## src/rtl/free_proposer_arbiter_pkg.sv

```systemverilog
// free_proposer_arbiter_pkg: shared sizes and FSM state type for the free-proposer arbiter
package free_proposer_arbiter_pkg;
  localparam int LOG_S = 4;
  localparam int PROP_CNT_W = 2 * LOG_S + 1;
  typedef enum logic [1:0] {IDLE, ARB, WAIT, DONE} state_t;
endpackage

```

## src/rtl/free_proposer_arbiter_if.sv

```systemverilog
// free_proposer_arbiter_if: run control, grant handshake and release port of the arbiter
interface free_proposer_arbiter_if import free_proposer_arbiter_pkg::*; #(parameter int logS = LOG_S);
  logic                  start;
  logic [2**logS-1:0]    grant_oh;
  logic                  grant_valid;
  logic                  grant_ready;
  logic                  release_valid;
  logic [logS-1:0]       release_idx;
  logic                  done;
  logic [2*logS:0]       prop_count;
  modport master (output start, grant_ready, release_valid, release_idx,
                  input grant_oh, grant_valid, done, prop_count);
  modport slave (input start, grant_ready, release_valid, release_idx,
                 output grant_oh, grant_valid, done, prop_count);
endinterface

```

## src/rtl/encoder.sv

```systemverilog
// encoder: one-hot to binary index
module encoder import free_proposer_arbiter_pkg::*; #(parameter int logS = LOG_S) (
  input  logic [2**logS-1:0] oh,
  output logic [logS-1:0]    idx
);
  always_comb begin
    idx = '0;
    for (int i = 0; i < 2**logS; i++) idx = oh[i] ? idx | logS'(i) : idx;
  end
endmodule

```

## src/rtl/free_proposer_arbiter_rr_pick.sv

```systemverilog
// rr_pick: round-robin find-first-set of free starting at ptr, wrapping to bit 0
module rr_pick import free_proposer_arbiter_pkg::*; #(parameter int logS = LOG_S) (
  input  logic [2**logS-1:0] free,
  input  logic [logS-1:0]    ptr,
  output logic [2**logS-1:0] pick
);
  localparam int S = 2**logS;
  logic [S-1:0] masked;
  assign masked = free & ~((S'(1) << ptr) - S'(1));
  assign pick = |masked ? masked & (~masked + S'(1)) : free & (~free + S'(1));
endmodule

```

## src/rtl/free_proposer_arbiter.sv

```systemverilog
// free_proposer_arbiter: tracks free proposers and issues them one at a time as a one-hot grant
module free_proposer_arbiter import free_proposer_arbiter_pkg::*; #(parameter int logS = LOG_S) (
  input logic clk,
  input logic rst_n,
  free_proposer_arbiter_if.slave bus
);
  localparam int S = 2**logS;
  localparam int CW = 2 * logS + 1;
  state_t state, state_n;
  logic [S-1:0] free, free_n, pick, grant_oh, oh_n;
  logic [logS-1:0] ptr, ptr_n, g;
  logic [CW-1:0] cnt, cnt_n;
  logic hs, idle_like;
  rr_pick #(.logS(logS)) u_pick (.free(free), .ptr(ptr), .pick(pick));
  encoder #(.logS(logS)) u_enc (.oh(grant_oh), .idx(g));
  assign hs = state == WAIT && bus.grant_ready;
  assign idle_like = state == IDLE || state == DONE;
  assign bus.grant_oh = grant_oh;
  assign bus.grant_valid = state == WAIT;
  assign bus.done = state == DONE;
  assign bus.prop_count = cnt;
  always_ff @(posedge clk or negedge rst_n)
    if (!rst_n) begin
      state <= IDLE;
      free <= '0;
      ptr <= '0;
      grant_oh <= '0;
      cnt <= '0;
    end else begin
      state <= state_n;
      free <= free_n;
      ptr <= ptr_n;
      grant_oh <= oh_n;
      cnt <= cnt_n;
    end
  // release is applied after the handshake clear so a same-index release leaves the bit set
  always_comb begin
    state_n = state;
    free_n = free;
    ptr_n = ptr;
    oh_n = grant_oh;
    cnt_n = cnt;
    if (hs) begin
      free_n[g] = 1'b0;
      ptr_n = g + logS'(1);
      cnt_n = &cnt ? cnt : cnt + CW'(1);
      oh_n = '0;
      state_n = ARB;
    end
    if (bus.release_valid && state != IDLE) free_n[bus.release_idx] = 1'b1;
    if (state == ARB) begin
      state_n = |free ? WAIT : DONE;
      oh_n = |free ? pick : '0;
    end
    if (state == DONE && bus.release_valid) state_n = ARB;
    if (idle_like && bus.start) begin
      state_n = ARB;
      free_n = '1;
      ptr_n = '0;
      cnt_n = '0;
      oh_n = '0;
    end
  end
endmodule

```

## src/flat_wrapper.sv

```systemverilog
// flat-port wrapper written by rule: the top's interface ports become plain ports
module free_proposer_arbiter_flat import free_proposer_arbiter_pkg::*;
#(parameter int logS = LOG_S)
  (clk, rst_n, bus_start, bus_grant_ready, bus_release_valid, bus_release_idx, bus_grant_oh, bus_grant_valid, bus_done, bus_prop_count);
  free_proposer_arbiter_if #(.logS(logS)) bus_i ();
  input logic clk;
  input logic rst_n;
  input wire logic [$bits(bus_i.start)-1:0] bus_start;
  input wire logic [$bits(bus_i.grant_ready)-1:0] bus_grant_ready;
  input wire logic [$bits(bus_i.release_valid)-1:0] bus_release_valid;
  input wire logic [$bits(bus_i.release_idx)-1:0] bus_release_idx;
  output wire logic [$bits(bus_i.grant_oh)-1:0] bus_grant_oh;
  output wire logic [$bits(bus_i.grant_valid)-1:0] bus_grant_valid;
  output wire logic [$bits(bus_i.done)-1:0] bus_done;
  output wire logic [$bits(bus_i.prop_count)-1:0] bus_prop_count;
  assign bus_i.start = bus_start;
  assign bus_i.grant_ready = bus_grant_ready;
  assign bus_i.release_valid = bus_release_valid;
  assign bus_i.release_idx = bus_release_idx;
  assign bus_grant_oh = bus_i.grant_oh;
  assign bus_grant_valid = bus_i.grant_valid;
  assign bus_done = bus_i.done;
  assign bus_prop_count = bus_i.prop_count;
  free_proposer_arbiter #(.logS(logS)) u_core (.clk(clk), .rst_n(rst_n), .bus(bus_i));
endmodule
```

## config.mk

```make
export PLATFORM = sky130hd
export DESIGN_NAME = free_proposer_arbiter_flat
export DESIGN_NICKNAME = d
export VERILOG_FILES = /design/src/rtl/free_proposer_arbiter_pkg.sv /design/src/rtl/free_proposer_arbiter_if.sv /design/src/rtl/encoder.sv /design/src/rtl/free_proposer_arbiter_rr_pick.sv /design/src/rtl/free_proposer_arbiter.sv /design/src/flat_wrapper.sv
export SDC_FILE = /design/constraint.sdc
export NUM_CORES = 1
export LEC_CHECK = 0
export CORE_MARGIN = 1.5
export CORE_UTILIZATION = 60
export CTS_BUF_LIST = sky130_fd_sc_hd__clkbuf_8
export CTS_CLUSTER_SIZE = 10
export DETAILED_ROUTE_END_ITERATION = 8
export GPL_TIMING_DRIVEN = 0
export PLACE_DENSITY = 0.82
export SETUP_SLACK_MARGIN = 0.4
export SLEW_MARGIN = 20
export SYNTH_ARGS = -nofsm -noshare
export SYNTH_HDL_FRONTEND = slang
export SYNTH_SLANG_ARGS = --single-unit
```

## constraint.sdc

```tcl
create_clock -name clk -period 8.5 [get_ports clk]
set_input_delay 1.7 -clock clk [delete_from_list [all_inputs] [get_ports clk]]
set_output_delay 1.7 -clock clk [all_outputs]
set_load 0.1 [all_outputs]
```

==> results of run 1 <==
-- per-stage QoR --
| stage | area [um^2] | setup slack [ns] | total power [W] | utilization, % |
|---|---|---|---|---|
| 2_1_floorplan | 3080 | 5.28 | 0.000574 | - |
| 3_3_place_gp | 3510 | 4.31 | 0.000675 | 72.9 |
| 3_5_place_dp | 3530 | 4.26 | 0.000683 | 73.2 |
| 4_1_cts | 3630 | 4.57 | 0.000848 | 75.4 |
| 5_1_grt | 3630 | 4.31 | 0.000897 | 75.4 |
| 6_report | 3630 | 4.46 | 0.000858 | 75.4 |
-- cells in the final DEF, fill, tap and decap left out, types with 7 or more instances in the layout --
master,netlist,routed
inv_1,14,14
clkdlybuf4s50_1,0,34
nand2_1,50,50
buf_2,6,7
nor3_1,13,13
nor2_1,23,23
o21ai_0,32,32
nor4_1,8,8
ha_1,11,11
dfrtp_1,47,47
a221o_1,9,9
nand3_1,14,14
a21oi_1,21,21
nand2b_1,8,8
-- power groups by stage --
stage               Clock [W]  Sequential (W)  Combinational (W)
floorplan                   0        0.000328           0.000246
global placement            0        0.000269           0.000406
detailed placement          0        0.000270           0.000413
CTS                  0.000166        0.000266           0.000416
global route         0.000174        0.000269           0.000454
finish               0.000166        0.000267           0.000424
-- metal layers --
| metal | vias up | global-route usage (%) | part of all wire (%) |
|---|---|---|---|
| li1 | 1427 | - | - |
| met1 | 1443 | 44.3 | 40 |
| met2 | 180 | 55.8 | 47 |
| met3 | 45 | 7.63 | 8.4 |
| met4 | 0 | 17.0 | 4.6 |
| met5 | - | 0 | 0 |
-- worst paths after layout --
kind                       slack [ns]                  endpoint                    from  cells past startpoint
min                              0.51    u_core.bus.grant_oh[0]  u_core.bus.grant_oh[0]                      1
min in group asynchronous        1.35  u_core.bus.prop_count[4]                   rst_n                      1
max reg2reg                      4.58    u_core.bus.grant_oh[3]           u_core.ptr[3]                     10
max in group asynchronous        6.63    u_core.bus.grant_oh[1]                   rst_n                      2
min reg2reg                      0.51    u_core.bus.grant_oh[0]  u_core.bus.grant_oh[0]                      1
max                              4.46    u_core.bus.grant_oh[8]               bus_start                      8
-- cell type report --
type	instances	area (um^2)	share of cell area [%]
Clock inverter	2	37.5	1.03
Buffer	16	71.3	1.96
Tap cell	67	83.8	2.31
Inverter	14	52.6	1.45
Timing Repair Buffer	36	365	10.1
Multi-Input combinational cell	282	1780	48.9
Clock buffer	5	68.8	1.89
Sequential cell	47	1180	32.4
-- logic make-up (layout without fill, tap and decap cells) --
family | Yosys count | count (layout) | share of synthesized area, %
compound gates | 98 | 98 | 22.0
flops | 47 | 47 | 38.2
mux | 1 | 1 | 0.325
fa+ha+maj | 11 | 11 | 4.47
buf+inv | 30 | 73 | 4.02
xor+xnor | 7 | 7 | 1.99
simple gates | 165 | 165 | 29.0
-- worst register-to-register path: cells and delay by family, from the launching register on --
| family | cells | cell delay, ns |
|---|---|---|
| AOI/OAI and AO/OA | 3 | 0.93 |
| and+or+nand+nor | 4 | 1.77 |
| buffers and inverters | 2 | 0.39 |
| DFF | 1 | 0.44 |
| adders and majority gates | 1 | 0.32 |
-- flip-flops by register name (all words and copies together) (netlist names) --
signal and count:
u_core.state 2, u_core.free 16, u_core.ptr 4, u_core.bus.prop_count 9, u_core.bus.grant_oh 16
==> results.json, run 1 <==
{
  "worst_slew_pin_slew_ns": 1.21,
  "synth.distinct_cells": 59,
  "rows": 25,
  "syn_to_final_growth_pct": 18.0,
  "clock_power_share_pct": 19.4,
  "grt_setup_unrepaired": "false",
  "clock_latency_ns": 0.31,
  "slew_headroom_pct": 18.4,
  "syn-num-nets": 379,
  "grt_max_degree": 27,
  "fp.dieH_um": 74.6,
  "grt_pass1_vias": 2891,
  "synth_cells": 359,
  "wl_mm": 8.98,
  "clockBufferDepth": 2,
  "p_int_w": 0.000450,
  "ir_drop_uv": 222,
  "dpl.hpwl_mm": 6.81,
  "cp-start-kind": "input pin",
  "ios": 36,
  "numCtsBuffers": 5,
  "synthTopCellsByArea": "dfrtp_1 38%, nand2_1 6.1%, o21ai_0 5.2%, ha_1 4.5%, a21oi_1 3.4%",
  "max_clock_freq_ghz": 0.247,
  "gr-total-overflow": 0,
  "cpPeakStageDelay_ns": 0.73,
  "postCtsHoldBufs": 0,
  "die-area_um2": 5570,
  "arrival_ns": 4.29,
  "num_vias": 3095,
  "grt_use_total_pct": 34.6,
  "seq_power_share_pct": 31.1,
  "ys_seq_area_share_pct": 38.2,
  "yosys_warnings": 0,
  "cts_sinks": 47,
  "die_x_um": 74.6,
  "cp_max_fo": 9,
  "path_class": "input pin to flop",
  "fin_nets": 422,
  "fin_skew_ns": 0.00754,
  "clk_pin_slew_worst_paths_ns": 0.09,
  "drtIter0Drc": 291,
  "ys_async_sr_fraction_pct": 100,
  "outcome": "complete, no violations",
  "hold_viol_final": 0,
  "cp.required_ns": 8.75,
  "htree_levels": 2,
  "synth_most_common_cell": "nand2_1",
  "synth_area_um2": 3080,
  "place.port_buffers": 35,
  "place_inst": 462,
  "ys_ff_latch": 47,
  "critical_path_buf_inv_count": 2,
  "pwr-share-comb_pct": 49.5,
  "crit_path_end_kind": "flop",
  "postSynthAreaPerCell_um2": 8.57,
  "synth_top_area_share_pct": 38.2,
  "synth.largest_area_cell": "dfrtp_1",
  "place.gp.congestion": 0.995,
  "netlist_top_cells_count": "50 x nand2_1, 47 x dfrtp_1, 32 x o21ai_0, 23 x nor2_1, 21 x a21oi_1",
  "p_leak_nw": 1.46,
  "fin_tns_setup_ns": 0,
  "antenna_found_initial": 0,
  "synth_flop_cell": "dfrtp_1",
  "crit_chain": "clkdlybuf4s50_1 > nand2b_1 > clkbuf_1 > nand2_1 > a21oi_1 > o211ai_1 > o31ai_1 > a41o_1",
  "cts_resized": 0,
  "drv_slew": 0,
  "initial_core_util_pct": 63.9,
  "num-fill-cells": 384,
  "crit_slowest_cell": "a21oi_1",
  "num_antenna_cells": 0,
  "finalNonFillerCells": 469,
  "core_um2": 4820,
  "synth_edf_count": 0,
  "grt_pass1_wl_mm": 14.2,
  "dr.pass1.iters": 5,
  "cts_tree": "done",
  "p_per_area_nw_per_um2": 236,
  "whs_ns": 0.506,
  "ant_nets": 0,
  "finalCritPeriodShare_pct": 47.6,
  "wire_per_inst_um": 19.2,
  "cp_top_family": "compound AO/OA/AOI/OAI gates",
  "setup_viol": 0,
  "swShare_pct": 47.6,
  "vias_per_cell": 6.60,
  "drive_gt1_share_pct": 8.21,
  "cts_setup_buffers": 0,
  "ctsRootBufferMaster": "clkbuf_8",
  "drv_cap": 0,
  "drc": 0,
  "hp-class": "flop to flop",
  "p_sw_w": 0.000408,
  "min_period_ns": 4.04
}
(Power assumes the default switching activity.)
==> run 2: changes to the inputs <==
Settings changed: CORE_UTILIZATION 60 to 58, PLACE_DENSITY 0.82 to 0.79.
Clock period 8.5 ns to 3.86 ns, I/O delays scaled along.
==> run 2 against run 1 <==
Net effect: sequential share of layout area shrank 0.84 points; utilization shrank 2.3 points; cell count rose by 1.5%; largest power group unchanged; first-iteration DRC count grew 19%; clock power rose by 120%; clock skew hardly changed; global-route usage decreased by 1.1 points; highest routed layer unchanged; die area increased by 3.3%; non-clock buffer count up 4; count of clock-buffer cells in the layout stayed put.
==> results.json, run 2 (same netlist as run 1, synthesis figures left out) <==
{
  "ant_nets": 0,
  "dr.pass1.iters": 5,
  "cts_tree": "done",
  "grt_pass1_wl_mm": 14.0,
  "min_period_ns": 3.40,
  "r2r_start": "u_core.ptr[3]",
  "drc": 0,
  "ios": 36,
  "grt_max_degree": 34,
  "regToRegSetupSlack_ns": 0.46,
  "die-area_um2": 5750,
  "drive_gt1_share_pct": 11.6,
  "gr-usage-met3_pct": 5.16,
  "clock_latency_ns": 0.31,
  "pre_cts_ws_ns": -0.0806,
  "antenna_found_initial": 0,
  "die_x_um": 75.8,
  "p_leak_nw": 1.50,
  "syn_to_final_growth_pct": 21.3,
  "cp_max_fo": 10,
  "core_um2": 5110,
  "outcome": "complete, no violations",
  "place.gp.congestion": 1.04,
  "fin_nets": 426,
  "slew_headroom_pct": 32.6,
  "gr-total-overflow": 0,
  "num-fill-cells": 404,
  "cts_sinks": 47,
  "num_antenna_cells": 0,
  "finalCritPeriodShare_pct": 88.1,
  "reg2reg_depth": 11,
  "dpl.hpwl_mm": 6.95,
  "hold_viol_final": 0,
  "layout_common_cells": "50 x nand2_1, 46 x dfrtp_1, 34 x clkdlybuf4s50_1",
  "clockBufferDepth": 2,
  "initial_core_util_pct": 60.3,
  "drv_cap": 0,
  "wl_mm": 9.26,
  "arrival_ns": 3.66,
  "r2r-end": "u_core.bus.grant_oh[7]",
  "max_clock_freq_ghz": 0.294,
  "hp-class": "input pin to async pin",
  "crit_path_end_kind": "flop",
  "grt_setup_unrepaired": "false",
  "place.port_buffers": 35,
  "drv_slew": 0,
  "vias_per_cell": 6.59,
  "path_class": "flop to flop",
  "wire_per_inst_um": 19.5,
  "drtIter0Drc": 346,
  "ir_drop_uv": 512,
  "rows": 26,
  "grt_use_total_pct": 33.5,
  "cp-start-kind": "flop",
  "num_vias": 3137,
  "grt_pass1_vias": 2819,
  "cp.required_ns": 4.11,
  "met2_usage_pct": 54.6,
  "fp.dieH_um": 75.8,
  "clk_pin_slew_worst_paths_ns": 0.09,
  "htree_levels": 2,
  "busiest_layer": "met2",
  "ctsRootBufferMaster": "clkbuf_8",
  "worst_slew_pin_slew_ns": 1.01,
  "fin_skew_ns": 0.00784,
  "grt_use_met1_pct": 43.4,
  "final_common_cell": "nand2_1",
  "numCtsBuffers": 5,
  "whs_ns": 0.369,
  "p_per_area_nw_per_um2": 519,
  "setup_viol": 0,
  "postCtsHoldBufs": 0,
  "setup_slack_ns": 0.459
}
==> run 2: cell count changes in the layout (fill, tap and decap cells not counted), sizes merged <==
cell / change
buf: +4
==> run 2: cell type report <==
| cell class | instances | area [um^2] | area share [%] |
|---|---|---|---|
| multi-input cells | 282 | 1840 | 49.3 |
| repair buffers | 40 | 395 | 10.6 |
| well taps | 70 | 87.6 | 2.35 |
| clock inverters | 2 | 37.5 | 1.01 |
| clock buffers | 5 | 68.8 | 1.84 |
| plain buffers | 16 | 72.6 | 1.94 |
| flip-flops and latches | 47 | 1180 | 31.5 |
| inverters | 14 | 52.6 | 1.41 |
==> run 2: how the worst max path moves through the flow <==
stage / startpoint / end / slack [ns] / cells after the start
after floorplan: u_core.ptr[3] / u_core.bus.grant_oh[7] / 0.64 / 10
after CTS: u_core.ptr[3] / u_core.bus.grant_oh[3] / 0.39 / 11
after detailed placement: u_core.ptr[3] / u_core.bus.grant_oh[3] / -0.08 / 10
final: u_core.ptr[3] / u_core.bus.grant_oh[7] / 0.46 / 11
after global placement: u_core.ptr[3] / u_core.bus.grant_oh[8] / -0.16 / 10
after global routing: u_core.ptr[3] / u_core.bus.grant_oh[7] / 0.36 / 11
==> run 2: stage by stage <==
step | cells | area [um^2] | total power, W | util (%) | setup TNS, ns
floorplan | 359 | 3080 | 0.00126 | - | 0
global placement | 464 | 3520 | 0.00150 | 68.8 | -1.14
detailed placement | 465 | 3540 | 0.00152 | 69.2 | -0.478
CTS | 472 | 3690 | 0.00190 | 72.2 | 0
global route | 476 | 3730 | 0.00203 | 73.1 | 0
finish | 476 | 3730 | 0.00194 | 73.1 | 0
==> run 2: where the power goes <==
group	switching, W	total [W]	internal [W]
registers	0.0000542	0.000589	0.000535
logic	0.000702	0.000989	0.000287
clock network	0.000171	0.000360	0.000189
total	0.000927	0.00194	0.00101
==> run 2: metal layers <==
metal | vias up | routed length, um
met4 | 0 | 382
met2 | 194 | 4430
met3 | 49 | 721
met1 | 1466 | 3730
met5 | - | 0
li1 | 1428 | -
==> run 2: timing repair <==
item / in CTS / in global routing
setup buffers: 0 / 4
gates cloned: 0 / 0
pin swaps: 2 / 5
resized for setup: 9 / 6
setup endpoints to repair: 15 / 15
==> run 2: critical path, stage by stage (launching register included) <==
cell      delay (ns)
dfrtp_2         0.46
buf_2           0.20
nor4_4          0.35
inv_2           0.11
ha_2            0.24
or4b_1          0.52
o221a_2         0.31
a211oi_4        0.28
nand3b_1        0.11
buf_4           0.17
nor4_4          0.39
a31o_2          0.21
==> run 3: changes to the inputs <==
Settings changed: GPL_TIMING_DRIVEN 0 to 1.
Clock period 3.86 ns to 3.4 ns, I/O delays scaled along.
==> run 3 against run 2 <==
Net effect: via count down 1.4%; total power up 12%; count of clock-buffer cells in the layout stayed put; sequential share of layout area down 0.061 points; clock power shrank 12%; sequential cell count unchanged; worst setup slack lost 0.14 ns; combinational power is 19% higher; sequential power up 14%; critical path depth decreased by 1; clock skew increased by 0.0022 ns; hold slack got worse by 0.0017 ns; largest cell class unchanged.
==> results.json, run 3 (same netlist as run 1, synthesis figures left out) <==
{
  "crit_slowest_cell": "or4_4",
  "clock_power_share_pct": 14.6,
  "seq_power_share_pct": 30.9,
  "final_area_um2": 3750,
  "wl_mm": 9.14,
  "grt_setup_unrepaired": "true",
  "clock_latency_ns": 0.30,
  "drv_slew": 0,
  "cts_tree": "done",
  "grt_use_total_pct": 33.0,
  "fin_skew_ns": 0.0100,
  "grt_pass1_wl_mm": 13.8,
  "cp.required_ns": 3.65,
  "drtIter0Drc": 336,
  "fin_nets": 428,
  "worst_slew_pin_slew_ns": 1.27,
  "p_int_w": 0.00112,
  "clockBufferDepth": 2,
  "fp.dieH_um": 75.8,
  "cts_sinks": 47,
  "max_clock_freq_ghz": 0.325,
  "cp_top_family": "simple AND/OR/NAND/NOR gates",
  "die_x_um": 75.8,
  "ir_drop_uv": 542,
  "regToRegSetupSlack_ns": 0.32,
  "p_per_area_nw_per_um2": 579,
  "placement.cell_area_um2": 3480,
  "ios": 36,
  "place.port_buffers": 35,
  "p_leak_nw": 1.60,
  "gr-total-overflow": 0,
  "slew_headroom_pct": 14.4,
  "cp_max_fo": 7,
  "vias_per_cell": 6.48,
  "crit_chain": "buf_6 > nor4_4 > inv_2 > ha_4 > nor4bb_4 > nand2_1 > a31o_2 > or4_4 > nor4_4 > a31o_2",
  "pwr-share-comb_pct": 54.5,
  "critical_path_buf_inv_count": 2,
  "hold_viol_final": 0,
  "drive_gt1_share_pct": 21.4,
  "outcome": "complete, no violations",
  "reg2reg_depth": 10,
  "initial_core_util_pct": 60.3,
  "drc": 0,
  "arrival_ns": 3.33,
  "r2r_start": "u_core.ptr[3]",
  "min_period_ns": 3.08,
  "crit_path_end_kind": "flop",
  "path_class": "flop to flop",
  "core_um2": 5110,
  "postCtsHoldBufs": 0,
  "place.gp.congestion": 0.963,
  "num_antenna_cells": 0,
  "grt_max_degree": 48,
  "htree_levels": 2,
  "p_sw_w": 0.00104,
  "swShare_pct": 48.2,
  "cpPeakStageDelay_ns": 0.60,
  "rows": 26,
  "final_common_cell": "nand2_1",
  "clk_pin_slew_worst_paths_ns": 0.09,
  "ctsRootBufferMaster": "clkbuf_8",
  "r2r-end": "u_core.bus.grant_oh[10]",
  "whs_ns": 0.367,
  "dr.pass1.iters": 5,
  "ant_nets": 0,
  "syn_to_final_growth_pct": 21.7,
  "finalCritPeriodShare_pct": 90.5,
  "numCtsBuffers": 5,
  "setup_viol": 0,
  "fin_tns_setup_ns": 0,
  "wire_per_inst_um": 19.2,
  "die-area_um2": 5750,
  "cp-start-kind": "flop",
  "hp-class": "input pin to async pin",
  "num_vias": 3092,
  "antenna_found_initial": 0,
  "layout_common_cells": "50 x nand2_1, 46 x buf_4, 45 x dfrtp_1",
  "drv_cap": 0,
  "dpl.hpwl_mm": 6.62,
  "grt_pass1_vias": 2763
}
[run 3: cell count changes in the layout (fill, tap and decap cells not counted), moves of 2 or more]
cell | before | now
buf_6 | 0 | 2
clkdlybuf4s50_1 | 34 | 8
buf_2 | 7 | 1
buf_4 | 5 | 46
buf_1 | 3 | 0
clkbuf_1 | 5 | 0
[run 3: area by class of cell]
class                           count  area (um^2)
Inverter                           14         52.6
Sequential cell                    47         1180
Tap cell                           70         87.6
Clock inverter                      1         7.51
Fill cell                         425         1360
Multi-Input combinational cell    282         1880
Clock buffer                        5         68.8
Timing Repair Buffer               58          468
[run 3: how the worst max path moves through the flow]
stage,startpoint,to,slack [ns],cells after the start
2_1_floorplan,u_core.ptr[3],u_core.bus.grant_oh[7],0.42,10
3_3_place_gp,u_core.ptr[3],u_core.bus.grant_oh[8],0.34,9
3_5_place_dp,u_core.ptr[2],u_core.bus.grant_oh[8],0.23,9
4_1_cts,u_core.ptr[3],u_core.bus.grant_oh[14],0.41,11
5_1_grt,u_core.ptr[3],u_core.bus.grant_oh[6],0.20,10
6_report,u_core.ptr[3],u_core.bus.grant_oh[10],0.32,10
[run 3: per-stage QoR]
stage / std cells / utilization (%) / setup slack [ns] / total power [W]
3_5_place_dp: 457 / 68.1 / 0.228 / 0.00173
4_1_cts: 474 / 72.0 / 0.405 / 0.00211
2_1_floorplan: 359 / - / 0.419 / 0.00146
5_1_grt: 477 / 73.3 / 0.200 / 0.00229
6_report: 477 / 73.3 / 0.322 / 0.00217
3_3_place_gp: 457 / 68.1 / 0.337 / 0.00172
[run 3: power by group through the flow]
stage          combinational, W  clock (W)  sequential, W
2_1_floorplan          0.000635          0       0.000820
3_3_place_gp            0.00104          0       0.000677
3_5_place_dp            0.00105          0       0.000678
4_1_cts                 0.00112   0.000321       0.000668
5_1_grt                 0.00126   0.000347       0.000678
6_report                0.00118   0.000317       0.000670
[run 3: what timing repair did]
action,in CTS,in global routing
endpoints found under the setup margin,14,15
setup buffers,11,3
hold endpoints to repair,0,0
resized for setup,12,12
pin swaps,9,15
[run 3: metal layers]
layer | track usage (%) | up-vias | part of all wire (%)
met3 | 5.82 | 49 | 6.3
li1 | - | 1429 | -
met1 | 43.1 | 1468 | 41
met5 | 0 | - | 0
met2 | 51.5 | 146 | 47
met4 | 18.8 | 0 | 5.0
